==> config.mk <==
export PLATFORM = sky130hd
export DESIGN_NAME = enemy_bullet_flat
export DESIGN_NICKNAME = d
export VERILOG_FILES = /design/src/rtl/enemy_bullet_if.sv /design/src/rtl/enemy_bullet.sv /design/src/flat_wrapper.sv
export SDC_FILE = /design/constraint.sdc
export NUM_CORES = 1
export LEC_CHECK = 0
export ABC_AREA = 1
export BUFFER_PORTS_ARGS = -buffer_cell sky130_fd_sc_hd__buf_2
export CELL_PAD_IN_SITES_DETAIL_PLACEMENT = 0
export CELL_PAD_IN_SITES_GLOBAL_PLACEMENT = 1
export CORE_MARGIN = 8
export CORE_UTILIZATION = 40
export CTS_CLUSTER_DIAMETER = 60
export DETAILED_ROUTE_END_ITERATION = 10
export GPL_TIMING_DRIVEN = 0
export PLACE_DENSITY = 0.91
export SLEW_MARGIN = 20
export SYNTH_ARGS = -nofsm -noshare
export SYNTH_HDL_FRONTEND = slang
export SYNTH_SLANG_ARGS = --single-unit
==> constraint.sdc <==
create_clock -name clk_i -period 6.85 [get_ports clk_i]
set_input_delay 1.0275 -clock clk_i [delete_from_list [all_inputs] [get_ports clk_i]]
set_output_delay 1.0275 -clock clk_i [all_outputs]
set_load 0.01 [all_outputs]
==> src/rtl/enemy_bullet_if.sv <==
// Shooter/player geometry in, bullet rectangle and event pulses out.
// master drives the game-side inputs; slave is the enemy_bullet block.
interface enemy_bullet_if;
    logic       shooter_valid_i;
    logic [9:0] shooter_left_i;
    logic [9:0] shooter_right_i;
    logic [9:0] shooter_bot_i;
    logic [9:0] player_left_i;
    logic [9:0] player_right_i;
    logic [9:0] player_top_i;
    logic       shield_hit_i;
    logic       bullet_active_o;
    logic [9:0] bullet_left_o;
    logic [9:0] bullet_top_o;
    logic [9:0] bullet_bot_o;
    logic       fire_o;
    logic       player_hit_o;

    modport master (
        output shooter_valid_i, shooter_left_i, shooter_right_i, shooter_bot_i,
        output player_left_i, player_right_i, player_top_i, shield_hit_i,
        input  bullet_active_o, bullet_left_o, bullet_top_o, bullet_bot_o,
        input  fire_o, player_hit_o
    );

    modport slave (
        input  shooter_valid_i, shooter_left_i, shooter_right_i, shooter_bot_i,
        input  player_left_i, player_right_i, player_top_i, shield_hit_i,
        output bullet_active_o, bullet_left_o, bullet_top_o, bullet_bot_o,
        output fire_o, player_hit_o
    );
endinterface

==> src/rtl/enemy_bullet.sv <==
// Single enemy bullet: cooldown, launch from shooter, per-frame fall, player/shield collision.
// Optional ENEMY_BULLET_RANDOM_EN adds an LFSR-jittered cooldown; all outputs registered.
module enemy_bullet #(
    parameter int         delay_frames_p = 120,
    parameter int         speed_p        = 4,
    parameter int         bullet_w_p     = 2,
    parameter int         bullet_h_p     = 8,
    parameter logic [9:0] screen_bot_p   = 10'd479
) (
    input  logic          clk_i,
    input  logic          reset_i,
    input  logic          frame_i,
    input  logic          enable_i,
    enemy_bullet_if.slave bus
);

    localparam int CW = $clog2(delay_frames_p + 32) + 1;

    typedef enum logic [1:0] {IDLE, COOLDOWN, FLYING} state_e;

    state_e        state_q;
    logic [CW-1:0] cnt_q;
    logic          active_q;
    logic          fire_q;
    logic          hit_q;
    logic [9:0]    left_q;
    logic [9:0]    top_q;
    logic [9:0]    bot_q;

    logic [CW-1:0] term_w;
    logic [10:0]   sum_w;
    logic [9:0]    launch_left_d;
    logic [9:0]    launch_top_d;
    logic [9:0]    launch_bot_d;
    logic          overlap_w;
    logic          off_screen_w;
    logic          cooldown_entry_w;

    assign sum_w         = {1'b0, bus.shooter_left_i} + {1'b0, bus.shooter_right_i};
    assign launch_left_d = sum_w[10:1] - 10'(bullet_w_p / 2);
    assign launch_top_d  = bus.shooter_bot_i + 10'd1;
    assign launch_bot_d  = bus.shooter_bot_i + 10'(bullet_h_p);

    assign overlap_w = (left_q <= bus.player_right_i)
                    && (({1'b0, left_q} + 11'(bullet_w_p - 1)) >= {1'b0, bus.player_left_i})
                    && (bot_q >= bus.player_top_i);

    assign off_screen_w = ({1'b0, top_q} + 11'(speed_p + bullet_h_p - 1)) > {1'b0, screen_bot_p};

    assign cooldown_entry_w = enable_i
        && ((state_q == IDLE)
         || ((state_q == FLYING) && (bus.shield_hit_i || (frame_i && (overlap_w || off_screen_w)))));

`ifdef ENEMY_BULLET_RANDOM_EN
    logic [7:0]    lfsr_q;
    logic [CW-1:0] term_q;

    // Terminal count is frozen at cooldown entry so the LFSR can keep running meanwhile.
    always_ff @(posedge clk_i) begin
        if (reset_i) begin
            lfsr_q <= 8'hA5;
            term_q <= CW'(delay_frames_p - 1);
        end else begin
            if (frame_i)
                lfsr_q <= {lfsr_q[6:0], lfsr_q[7] ^ lfsr_q[5] ^ lfsr_q[4] ^ lfsr_q[3]};
            if (cooldown_entry_w)
                term_q <= CW'(delay_frames_p - 1) + CW'(lfsr_q[4:0]);
        end
    end

    assign term_w = term_q;
`else
    assign term_w = CW'(delay_frames_p - 1);
`endif

    always_ff @(posedge clk_i) begin
        if (reset_i) begin
            state_q  <= IDLE;
            cnt_q    <= '0;
            active_q <= 1'b0;
            fire_q   <= 1'b0;
            hit_q    <= 1'b0;
            left_q   <= '0;
            top_q    <= '0;
            bot_q    <= 10'(bullet_h_p - 1);
        end else begin
            fire_q <= 1'b0;
            hit_q  <= 1'b0;
            if (!enable_i) begin
                state_q  <= IDLE;
                cnt_q    <= '0;
                active_q <= 1'b0;
            end else begin
                case (state_q)
                    IDLE: begin
                        state_q <= COOLDOWN;
                        cnt_q   <= '0;
                    end
                    COOLDOWN: begin
                        if (frame_i) begin
                            if (cnt_q >= term_w) begin
                                // Saturated: wait here for a live shooter.
                                if (bus.shooter_valid_i) begin
                                    state_q  <= FLYING;
                                    fire_q   <= 1'b1;
                                    active_q <= 1'b1;
                                    left_q   <= launch_left_d;
                                    top_q    <= launch_top_d;
                                    bot_q    <= launch_bot_d;
                                end
                            end else begin
                                cnt_q <= cnt_q + CW'(1);
                            end
                        end
                    end
                    FLYING: begin
                        if (bus.shield_hit_i) begin
                            state_q  <= COOLDOWN;
                            cnt_q    <= '0;
                            active_q <= 1'b0;
                        end else if (frame_i) begin
                            if (overlap_w) begin
                                state_q  <= COOLDOWN;
                                cnt_q    <= '0;
                                active_q <= 1'b0;
                                hit_q    <= 1'b1;
                            end else if (off_screen_w) begin
                                state_q  <= COOLDOWN;
                                cnt_q    <= '0;
                                active_q <= 1'b0;
                            end else begin
                                top_q <= top_q + 10'(speed_p);
                                bot_q <= bot_q + 10'(speed_p);
                            end
                        end
                    end
                    default: state_q <= IDLE;
                endcase
            end
        end
    end

    assign bus.bullet_active_o = active_q;
    assign bus.bullet_left_o   = left_q;
    assign bus.bullet_top_o    = top_q;
    assign bus.bullet_bot_o    = bot_q;
    assign bus.fire_o          = fire_q;
    assign bus.player_hit_o    = hit_q;

endmodule
==> src/flat_wrapper.sv <==
// flat-port wrapper written by rule: the top's interface ports become plain ports
module enemy_bullet_flat 
#(
    parameter int         delay_frames_p = 120,
    parameter int         speed_p        = 4,
    parameter int         bullet_w_p     = 2,
    parameter int         bullet_h_p     = 8,
    parameter logic [9:0] screen_bot_p   = 10'd479
)
  (clk_i, reset_i, frame_i, enable_i, bus_shooter_valid_i, bus_shooter_left_i, bus_shooter_right_i, bus_shooter_bot_i, bus_player_left_i, bus_player_right_i, bus_player_top_i, bus_shield_hit_i, bus_bullet_active_o, bus_bullet_left_o, bus_bullet_top_o, bus_bullet_bot_o, bus_fire_o, bus_player_hit_o);
  enemy_bullet_if bus_i ();
  input  logic clk_i;
  input  logic reset_i;
  input  logic frame_i;
  input  logic enable_i;
  input wire logic [$bits(bus_i.shooter_valid_i)-1:0] bus_shooter_valid_i;
  input wire logic [$bits(bus_i.shooter_left_i)-1:0] bus_shooter_left_i;
  input wire logic [$bits(bus_i.shooter_right_i)-1:0] bus_shooter_right_i;
  input wire logic [$bits(bus_i.shooter_bot_i)-1:0] bus_shooter_bot_i;
  input wire logic [$bits(bus_i.player_left_i)-1:0] bus_player_left_i;
  input wire logic [$bits(bus_i.player_right_i)-1:0] bus_player_right_i;
  input wire logic [$bits(bus_i.player_top_i)-1:0] bus_player_top_i;
  input wire logic [$bits(bus_i.shield_hit_i)-1:0] bus_shield_hit_i;
  output wire logic [$bits(bus_i.bullet_active_o)-1:0] bus_bullet_active_o;
  output wire logic [$bits(bus_i.bullet_left_o)-1:0] bus_bullet_left_o;
  output wire logic [$bits(bus_i.bullet_top_o)-1:0] bus_bullet_top_o;
  output wire logic [$bits(bus_i.bullet_bot_o)-1:0] bus_bullet_bot_o;
  output wire logic [$bits(bus_i.fire_o)-1:0] bus_fire_o;
  output wire logic [$bits(bus_i.player_hit_o)-1:0] bus_player_hit_o;
  assign bus_i.shooter_valid_i = bus_shooter_valid_i;
  assign bus_i.shooter_left_i = bus_shooter_left_i;
  assign bus_i.shooter_right_i = bus_shooter_right_i;
  assign bus_i.shooter_bot_i = bus_shooter_bot_i;
  assign bus_i.player_left_i = bus_player_left_i;
  assign bus_i.player_right_i = bus_player_right_i;
  assign bus_i.player_top_i = bus_player_top_i;
  assign bus_i.shield_hit_i = bus_shield_hit_i;
  assign bus_bullet_active_o = bus_i.bullet_active_o;
  assign bus_bullet_left_o = bus_i.bullet_left_o;
  assign bus_bullet_top_o = bus_i.bullet_top_o;
  assign bus_bullet_bot_o = bus_i.bullet_bot_o;
  assign bus_fire_o = bus_i.fire_o;
  assign bus_player_hit_o = bus_i.player_hit_o;
  enemy_bullet #(.delay_frames_p(delay_frames_p), .speed_p(speed_p), .bullet_w_p(bullet_w_p), .bullet_h_p(bullet_h_p), .screen_bot_p(screen_bot_p)) u_core (.clk_i(clk_i), .reset_i(reset_i), .frame_i(frame_i), .enable_i(enable_i), .bus(bus_i));
endmodule
Word level (Yosys, flattened, before mapping)
Index checks and enable logic that the tools add are counted.
- reductions and logical operators: 13
- equal/unequal tests: 12
- mux-type cells: 41
- bitwise operators: 5
- order comparisons: 5
- add/subtract/negate cells: 9
- operator list (cell ; number):
    $mux W10 ; 14
    $mux W9 ; 6
    $pmux W10 S2 ; 2
    $pmux W9 S3 ; 1
    $add A10 B3 Y10 const B ; 2
    $reduce_and A5 Y1 ; 3
    $mux W2 ; 7
    $ne A2 B2 Y1 const B ; 7
    $add A10 B1 Y11 const B ; 1
    $add A10 B10 Y11 ; 1
    $add A10 B4 Y11 const B ; 1
    $ge A11 B10 Y1 ; 1
    $gt A11 B9 Y1 const B ; 1
    $add A10 B1 Y10 const B ; 1
    $add A10 B4 Y10 const B ; 1
    $ge A10 B10 Y1 ; 1
    $le A10 B10 Y1 ; 1
    $reduce_or A5 Y1 ; 2
    $sub A10 B1 Y10 const B ; 1
    $add A9 B1 Y9 const B ; 1
    $ge A9 B7 Y1 const B ; 1
    $mux W1 ; 9
    $reduce_and A9 Y1 ; 1
    $pmux W2 S3 ; 1
    other kinds (13) ; 18
- bits of input ports: 66
- register bits after elaboration: 44
- output and inout bits: 33
- logic and storage cells: 93

Longest topological paths before layout
Gate-level depths: netlist (run 1).
- word-level depth: 8
- gate-level depth with buffers: 21
- gate-level depth less buffers: 20

Least setup slack after synthesis (run 1)
Ideal clock, no wire load.
- path kind: input-to-reg
- start point: input bus_shooter_right_i[0]
- end point: register u_core.left_q[9], in the netlist u_core.bus.bullet_left_o[9]
- stages on the path: 14
- path buffers: 0
- required time: 6741 ps
- slack: 4154 ps
- arrival time: 2587 ps
- setup time: 109 ps
- cell sequence: nand2_1 inv_1 fa_1 xor2_1 nor2_1 nand3_1 nor2_1 nand3_1 nor2_1 nand3_1 nand2_1 nand3_1 nand2_1 inv_1
- cells in the longest elaborated chain, start to end: 2
- RTL lines (what ; RTL line ; source):
    start: declaration ; flat_wrapper.sv:18 ; input wire logic [$bits(bus_i.shooter_right_i)-1:0] bus_shooter_right_i;
    $add A10 B10 Y11 ; enemy_bullet.sv:39 ; assign sum_w = {1'b0, bus.shooter_left_i} + {1'b0, bus.shooter_right_i};
    $sub A10 B1 Y10 ; enemy_bullet.sv:40 ; assign launch_left_d = sum_w[10:1] - 10'(bullet_w_p / 2);
    end signal: assignment ; enemy_bullet.sv:107 ; left_q <= launch_left_d;
    end: declaration ; enemy_bullet.sv:26 ; logic [9:0] left_q;
No other way between the ends.
A chain may end at the register's enable or synchronous reset.

Worst setup path in the final report (run 1)
- start point: register u_core.left_q[0], in the netlist u_core.bus.bullet_left_o[0]
- end point: register u_core.bot_q[2], in the netlist u_core.bus.bullet_bot_o[2]
- cells in the longest elaborated chain, start to end: 6
- elaborated cells between the ends (all ways): 7
- those cells by class: add/sub: 1; order compare: 2; eq/ne: 1; reduce/logical: 3
- RTL lines (what ; RTL line ; source):
    $add A10 B1 Y11 ; enemy_bullet.sv:45 ; && (({1'b0, left_q} + 11'(bullet_w_p - 1)) >= {1'b0, bus.player_left_i})
    $ge A11 B10 Y1 ; enemy_bullet.sv:45 ;
    $logic_and A1 B1 Y1 * ; enemy_bullet.sv:45 ;
    $logic_and A1 B1 Y1 * ; enemy_bullet.sv:46 ; && (bot_q >= bus.player_top_i);
    $ne A2 B2 Y1 (no source line) * ; - ;
    $reduce_and A9 Y1 (no source line) * ; - ;
    end signal: assignment ; enemy_bullet.sv:85 ; bot_q <= 10'(bullet_h_p - 1);
    end signal: assignment ; enemy_bullet.sv:109 ; bot_q <= launch_bot_d;
    end signal: assignment ; enemy_bullet.sv:133 ; bot_q <= bot_q + 10'(speed_p);
    end: declaration ; enemy_bullet.sv:28 ; logic [9:0] bot_q;
Mark *: on every way between the ends. The rest lies on a longest branch, timed or not.

==> results of run 1 <==
## synthesized netlist by cell type (2+ instances only)
| cell type | instances | area share [%] |
|---|---|---|
| nand3_2 | 2 | 0.44 |
| clkbuf_1 | 6 | 0.49 |
| nand3b_1 | 4 | 0.65 |
| inv_1 | 141 | 12 |
| nand2_2 | 3 | 0.41 |
| xor2_1 | 18 | 3.4 |
| xnor2_1 | 3 | 0.57 |
| nand2_1 | 195 | 16 |
| nand3_1 | 50 | 5.5 |
| buf_6 | 4 | 0.98 |
| nor3_2 | 2 | 0.44 |
| o21ai_0 | 30 | 3.3 |
| nor3_1 | 9 | 0.98 |
| ha_1 | 53 | 14 |
| a21oi_1 | 36 | 3.9 |
| clkinv_1 | 2 | 0.16 |
| buf_2 | 2 | 0.22 |
| dfxtp_1 | 44 | 19 |
| o22ai_1 | 8 | 1.1 |
| a31oi_1 | 5 | 0.68 |
| o211ai_1 | 2 | 0.33 |
| nand4_1 | 23 | 3.1 |
| inv_2 | 3 | 0.25 |
| o21bai_1 | 3 | 0.49 |
| nor2_1 | 87 | 7.1 |
## stage by stage
stage                     total power [mW]  util [%]  cell area (um2)
after global routing                 0.884      47.7             5410
after CTS                            0.828      47.7             5410
final                                0.820      47.7             5410
after detailed placement             0.579      46.4             5260
after floorplan                      0.493         -             4590
after global placement               0.577      46.4             5260
## flip-flops by register name, summed over array words and instances (netlist names)
name and cells:
u_core.bus.player_hit_o 1, u_core.bus.bullet_top_o 10, u_core.bus.bullet_bot_o 10, u_core.bus.bullet_left_o 10, u_core.bus.fire_o 1, u_core.state_q 2, u_core.bus.bullet_active_o 1, u_core.cnt_q 9
## logic make-up (layout without fill, tap and decap cells)
| logic type | count (synthesis) | after routing | share of synthesized area [%] |
|---|---|---|---|
| and+or+nand+nor | 380 | 380 | 35.9 |
| buffers and inverters | 159 | 265 | 13.8 |
| AOI/OAI and AO/OA | 95 | 95 | 12.0 |
| adders and majority gates | 54 | 54 | 14.9 |
| DFF | 44 | 44 | 19.2 |
| xor gates and xnor gates | 21 | 21 | 4.01 |
| muxes | 1 | 1 | 0.218 |
## routing by layer
| metal | GRT usage (%) | up-vias |
|---|---|---|
| met5 | 0 | - |
| met4 | 3.24 | 0 |
| met3 | 2.51 | 5 |
| met2 | 28.8 | 89 |
| met1 | 20.6 | 2138 |
| li1 | - | 2632 |
## worst max path at each step
stage,endpoint,from,depth (start not counted)
floorplan,u_core.bus.bullet_left_o[9],bus_shooter_right_i[0],14
global placement,u_core.bus.bullet_left_o[9],bus_shooter_right_i[0],15
detailed placement,u_core.bus.bullet_left_o[9],bus_shooter_right_i[0],15
CTS,u_core.bus.bullet_bot_o[2],u_core.bus.bullet_left_o[0],19
global route,u_core.bus.bullet_bot_o[2],u_core.bus.bullet_left_o[0],19
finish,u_core.bus.bullet_bot_o[2],u_core.bus.bullet_left_o[0],19
## cells in the final DEF (no fill, tap or decap), drive strengths merged
cell and n:
clkinvlp 1, xor2 18, fa 1, ha 53
nand3 53, o22ai 8, o221ai 1, inv 144
o21ai 32, o32ai 1, nand4 23, a31oi 5
xnor2 3, clkinv 2, nor4 2, a21oi 36
o211ai 2, a211o 1, dfxtp 44, buf 105
o21bai 3, mux2i 1, a31o 1, a32oi 1
a211oi 1, clkbuf 13, nor2 88, a21o 1
o41ai 1, nor3 11, and2 1, nand2 198
nand3b 4, o31ai 1
## where the power goes
part	internal [mW]	total [mW]	switching [mW]
clock network	0.145	0.249	0.103
registers	0.272	0.291	0.0188
logic	0.108	0.280	0.172
## layout make-up
| class | count | area share [%] |
|---|---|---|
| plain buffers | 13 | 1.57 |
| clock buffers | 7 | 2.64 |
| clock inverters | 1 | 0.139 |
| inverters | 146 | 10.1 |
| multi-input cells | 551 | 56.8 |
| flip-flops and latches | 44 | 16.3 |
| well taps | 143 | 3.31 |
| repair buffers | 98 | 9.07 |
## critical path: cells and delay by family (launching register included)
family	cells	cell delay [ns]
adder cells (fa/ha/maj)	2	0.56
AND/OR/NAND/NOR	11	1.25
XOR/XNOR	1	0.15
AO/OA/AOI/OAI	2	0.21
flip-flops	1	0.44
buffers and inverters	3	0.31
==> summary.txt, run 1 <==
Die Y = 123 um
hold_buf cts = 0
DP Worst Slack = 3.79 ns
Crit Reg-Reg Startpoint = u_core.bus.bullet_left_o[0]
Syn Std Cell Area = 4590 um2
CP max stage cell = dfxtp_1
initial antenna violation count = 0
Filler cells = 1258
outcome = complete, no violations
I/O pin count = 99
Primary FF master, synth = dfxtp_1
vias in the first global route = 4644
Max Clock Skew = 0.0112 ns
clk buf depth = 2
post-route setup TNS = 0 ns
count of final setup violators = 0
pwr/cell area = 152 nW/um2
number of I/O port buffers = 98
final worst slack = 3.82 ns
required time worst endpoint = 7.02 ns
Final Non-Filler Cells = 1003
Slew Limit Headroom = 59.7%
Avg Inst Size Synth = 6.08 um2
Placer Congestion = 0.827
# resized after CTS = 0
leakage = 3.04 nW
Worst-Margin Slew = 0.600 ns
Fmax achieved = 330 MHz
clock sink count = 44
synthesized flop and latch total = 44
Critical Path AT = 3.20 ns
post-layout min period = 3.03 ns
pin count of the biggest net entering global routing = 14
Worst Hold Class = reg -> reg
crit path max fanout = 10
die width = 123 um
layout cells sized above 1 = 14.9%
# rows = 39
via count = 4864
net count after synthesis = 874
worst reg2reg setup slack = 3.82 ns
Worst-path clk slew = 0.06 ns
Hold Path Depth = 2
crit-path most repeated cell = nand2_1
CTS tree = built
Post-CTS Setup Repair Bufs = 0
routed length on met2 = 5700 um
DRC marker count from the first detailed-route iteration = 318
Async SR Flop Fraction = 0%
initial core utilization = 40.5%
Crit Path Class = reg -> reg
H-tree levels = 2
antenna diode count = 0
Post-synth EDFFs = 0
routed wire length = 12100 um
Final Hold Violating Endpoints = 0
area added between synthesis and finish = 17.9%
critical-path cell list = ha_1 > nand3_1 > nor3_1 > xnor2_1 > inv_1 > ha_1 > nand2_1 > inv_1 > nand3_1 > nand2_1 > nor2_1 > nand2_1 > nand2_1 > nand2_1 > nand3_1 > nand3_4 > buf_6 > a21oi_1 > o21ai_1
Min-Delay Endpoint = u_core.cnt_q[7]
unrepaired setup endpoints after global routing = false
Max Cap Violations = 0
R2R depth = 19
Num CTS Buffers = 5
gr usage total = 16.3%
GRT overflow = 0
M1 WL = 5620 um
ratio of final minimum period to clock period = 44.2%
core area = 11300 um2
area of the multi-input gates = 3070 um2
Max stage delay on crit path = 0.44 ns
post-synth cell types = 44
HP Start = u_core.cnt_q[7]
drt wl/cell = 12.1 um
clock latency on the worst-skew pair = 0.29 ns
worst reg2reg path endpoint = u_core.bus.bullet_bot_o[2]
first-pass GRT wire length = 20500 um
register area = 881 um2
largest vdd supply drop = 0.103 mV
Synth warnings = 0
met3 routed WL = 748 um
Startpoint Class = register
hpwl dp = 10000 um
fin nets = 979
clk root buf = clkbuf_16
cells after synthesis = 754
area of the die = 15100 um2
hold slack = 0.438 ns
Initial DRT Pass Iterations = 4
Slew Viols, Final = 0
top sig layer = met4
antenna-violating nets left = 0
vias per cell = 4.85
DRC violations left = 0
Worst setup EP type = register
Post-Place Cells = 995
sequential fraction of the synthesis area = 19.2%
Power figures use the tool's default switching activity.
==> run 2: changes to the inputs <==
--- a/config.mk
+++ b/config.mk
@@ -10,11 +10,11 @@
 export CELL_PAD_IN_SITES_DETAIL_PLACEMENT = 0
 export CELL_PAD_IN_SITES_GLOBAL_PLACEMENT = 1
 export CORE_MARGIN = 8
-export CORE_UTILIZATION = 40
+export CORE_UTILIZATION = 38
 export CTS_CLUSTER_DIAMETER = 60
 export DETAILED_ROUTE_END_ITERATION = 10
 export GPL_TIMING_DRIVEN = 0
-export PLACE_DENSITY = 0.91
+export PLACE_DENSITY = 0.87
 export SLEW_MARGIN = 20
 export SYNTH_ARGS = -nofsm -noshare
 export SYNTH_HDL_FRONTEND = slang
==> constraint.sdc (replaced) <==
create_clock -name clk_i -period 3.1 [get_ports clk_i]
set_input_delay 0.465 -clock clk_i [delete_from_list [all_inputs] [get_ports clk_i]]
set_output_delay 0.465 -clock clk_i [all_outputs]
set_load 0.01 [all_outputs]
==> run 2 against run 1 <==
Against the previous run: wire length up 3.4%; sequential power up 120%; via count about the same; global-route usage down 0.68 points; critical path type unchanged; critical endpoint unchanged; largest power group unchanged.
==> summary.txt, run 2 (synthesis results as in run 1) <==
via count = 4867
clock sink count = 44
clock latency on the worst-skew pair = 0.29 ns
crit path max fanout = 10
Worst setup EP type = register
initial antenna violation count = 2
commonest non-fill, non-tap cell in the layout = nand2_1
ratio of final minimum period to clock period = 92.5%
vias per cell = 4.83
Filler cells = 1332
final worst slack = 0.232 ns
Max Clock Skew = 0.00338 ns
DP Worst Slack = 0.0459 ns
Startpoint Class = register
hold_buf cts = 0
leakage = 3.05 nW
CTS tree = built
pwr/cell area = 347 nW/um2
Critical Path Stages = 19
hpwl dp = 10300 um
Slew Limit Headroom = 58.0%
GRT overflow = 0
Post-CTS Setup Repair Bufs = 0
outcome = complete, no violations
post-route setup TNS = 0 ns
Placer Congestion = 0.865
area added between synthesis and finish = 19.0%
most frequent cells in the layout = nand2_1, inv_1, buf_2, nor2_1, ha_1
first-pass GRT wire length = 20800 um
Fmax achieved = 349 MHz
H-tree levels = 2
delay-heaviest family, CP = simple AND/OR/NAND/NOR gates
Max stage delay on crit path = 0.43 ns
number of I/O port buffers = 98
Worst-path clk slew = 0.07 ns
R2R depth = 19
DRC marker count from the first detailed-route iteration = 242
area of the die = 15800 um2
DRC violations left = 0
largest vdd supply drop = 0.201 mV
CP bufs+invs = 3
clk buf depth = 2
clk root buf = clkbuf_16
Die Y = 126 um
gr usage total = 15.6%
required time worst endpoint = 3.28 ns
post-layout min period = 2.87 ns
Final Hold Violating Endpoints = 0
Critical Path AT = 3.05 ns
Crit Path Class = reg -> reg
crit-path most repeated cell = nand2_1
routed wire length = 12500 um
core area = 11900 um2
layout cells sized above 1 = 15.9%
Num CTS Buffers = 5
critical-path cell list = ha_2 > nand3_1 > nor3_2 > xnor2_1 > inv_1 > ha_1 > nand2_1 > inv_1 > nand3_1 > nand2_1 > nor2_1 > nand2_1 > nand2_1 > nand2_1 > nand3_2 > nand3_4 > buf_6 > a21oi_1 > o21ai_1
initial core utilization = 38.5%
Worst-Margin Slew = 0.626 ns
Layout Utilization = 45.8%
count of final setup violators = 0
Slew Viols, Final = 0
antenna-violating nets left = 0
I/O pin count = 99
vias in the first global route = 4521
Initial DRT Pass Iterations = 6
drt wl/cell = 12.4 um
die width = 126 um
fin nets = 979
# rows = 40
Worst Hold Class = in -> reg
pin count of the biggest net entering global routing = 16
Hold Path Depth = 3
Max Cap Violations = 0
CP max stage cell = dfxtp_1
-- run 2: per-stage QoR --
step / instances / area [um2] / hold WS [ns] / total power, mW
global placement: 999 / 5260 / 0.426 / 1.28
CTS: 1007 / 5430 / 0.415 / 1.92
finish: 1008 / 5460 / 0.426 / 1.89
floorplan: 754 / 4590 / 0.419 / 1.09
detailed placement: 999 / 5260 / 0.430 / 1.28
global route: 1008 / 5460 / 0.424 / 2.04
-- run 2: final cells by class --
class,count,area [um2],share of cell area (%)
antenna,1,2.50,0.0459
buffer,13,87.6,1.61
clock buffer,5,125,2.29
clock inverter,3,46.3,0.849
inverter,146,548,10.0
multi-input combinational,551,3080,56.5
sequential,44,887,16.3
tap,147,184,3.37
timing repair buffer,98,490,8.99
-- run 2: worst paths after layout --
path	start	to	slack, ns
min reg2reg	u_core.cnt_q[8]	u_core.cnt_q[8]	0.44
max reg2reg	u_core.bus.bullet_left_o[1]	u_core.bus.bullet_bot_o[2]	0.23
min	bus_shooter_bot_i[1]	u_core.bus.bullet_bot_o[1]	0.43
max	u_core.bus.bullet_left_o[1]	u_core.bus.bullet_bot_o[2]	0.23
-- run 2: worst register-to-register path, stage by stage (launching register included) --
cell and delay (ns):
dfxtp_1 0.43, ha_2 0.26, nand3_1 0.17, nor3_2 0.18, xnor2_1 0.14, inv_1 0.06
ha_1 0.29, nand2_1 0.06, inv_1 0.04, nand3_1 0.07, nand2_1 0.05, nor2_1 0.08
nand2_1 0.06, nand2_1 0.05, nand2_1 0.08, nand3_2 0.17, nand3_4 0.16, buf_6 0.22
a21oi_1 0.11, o21ai_1 0.08
-- run 2: where the power goes --
part / leakage [nW] / internal (mW) / switching, mW
sequential: 0.359 / 0.602 / 0.0441
combinational: 2.61 / 0.239 / 0.381
clock: 0.0804 / 0.383 / 0.244
total: 3.05 / 1.22 / 0.670
-- run 2: repair_timing --
item | 4_1_cts | 5_1_grt
endpoints found under the hold margin | 0 | 0
resized for setup | 0 | 9
endpoints found under the setup margin | 0 | 26
-- run 2: layer usage --
| metal | share of wire [%] | vias to the layer above | wire length, um | GRT usage (%) |
|---|---|---|---|---|
| li1 | - | 2620 | - | - |
| met1 | 46 | 2136 | 5790 | 19.5 |
| met2 | 47 | 100 | 5900 | 26.4 |
| met3 | 5.6 | 9 | 702 | 3.84 |
| met4 | 1.0 | 2 | 126 | 3.82 |
| met5 | 0.064 | - | 8 | 0 |
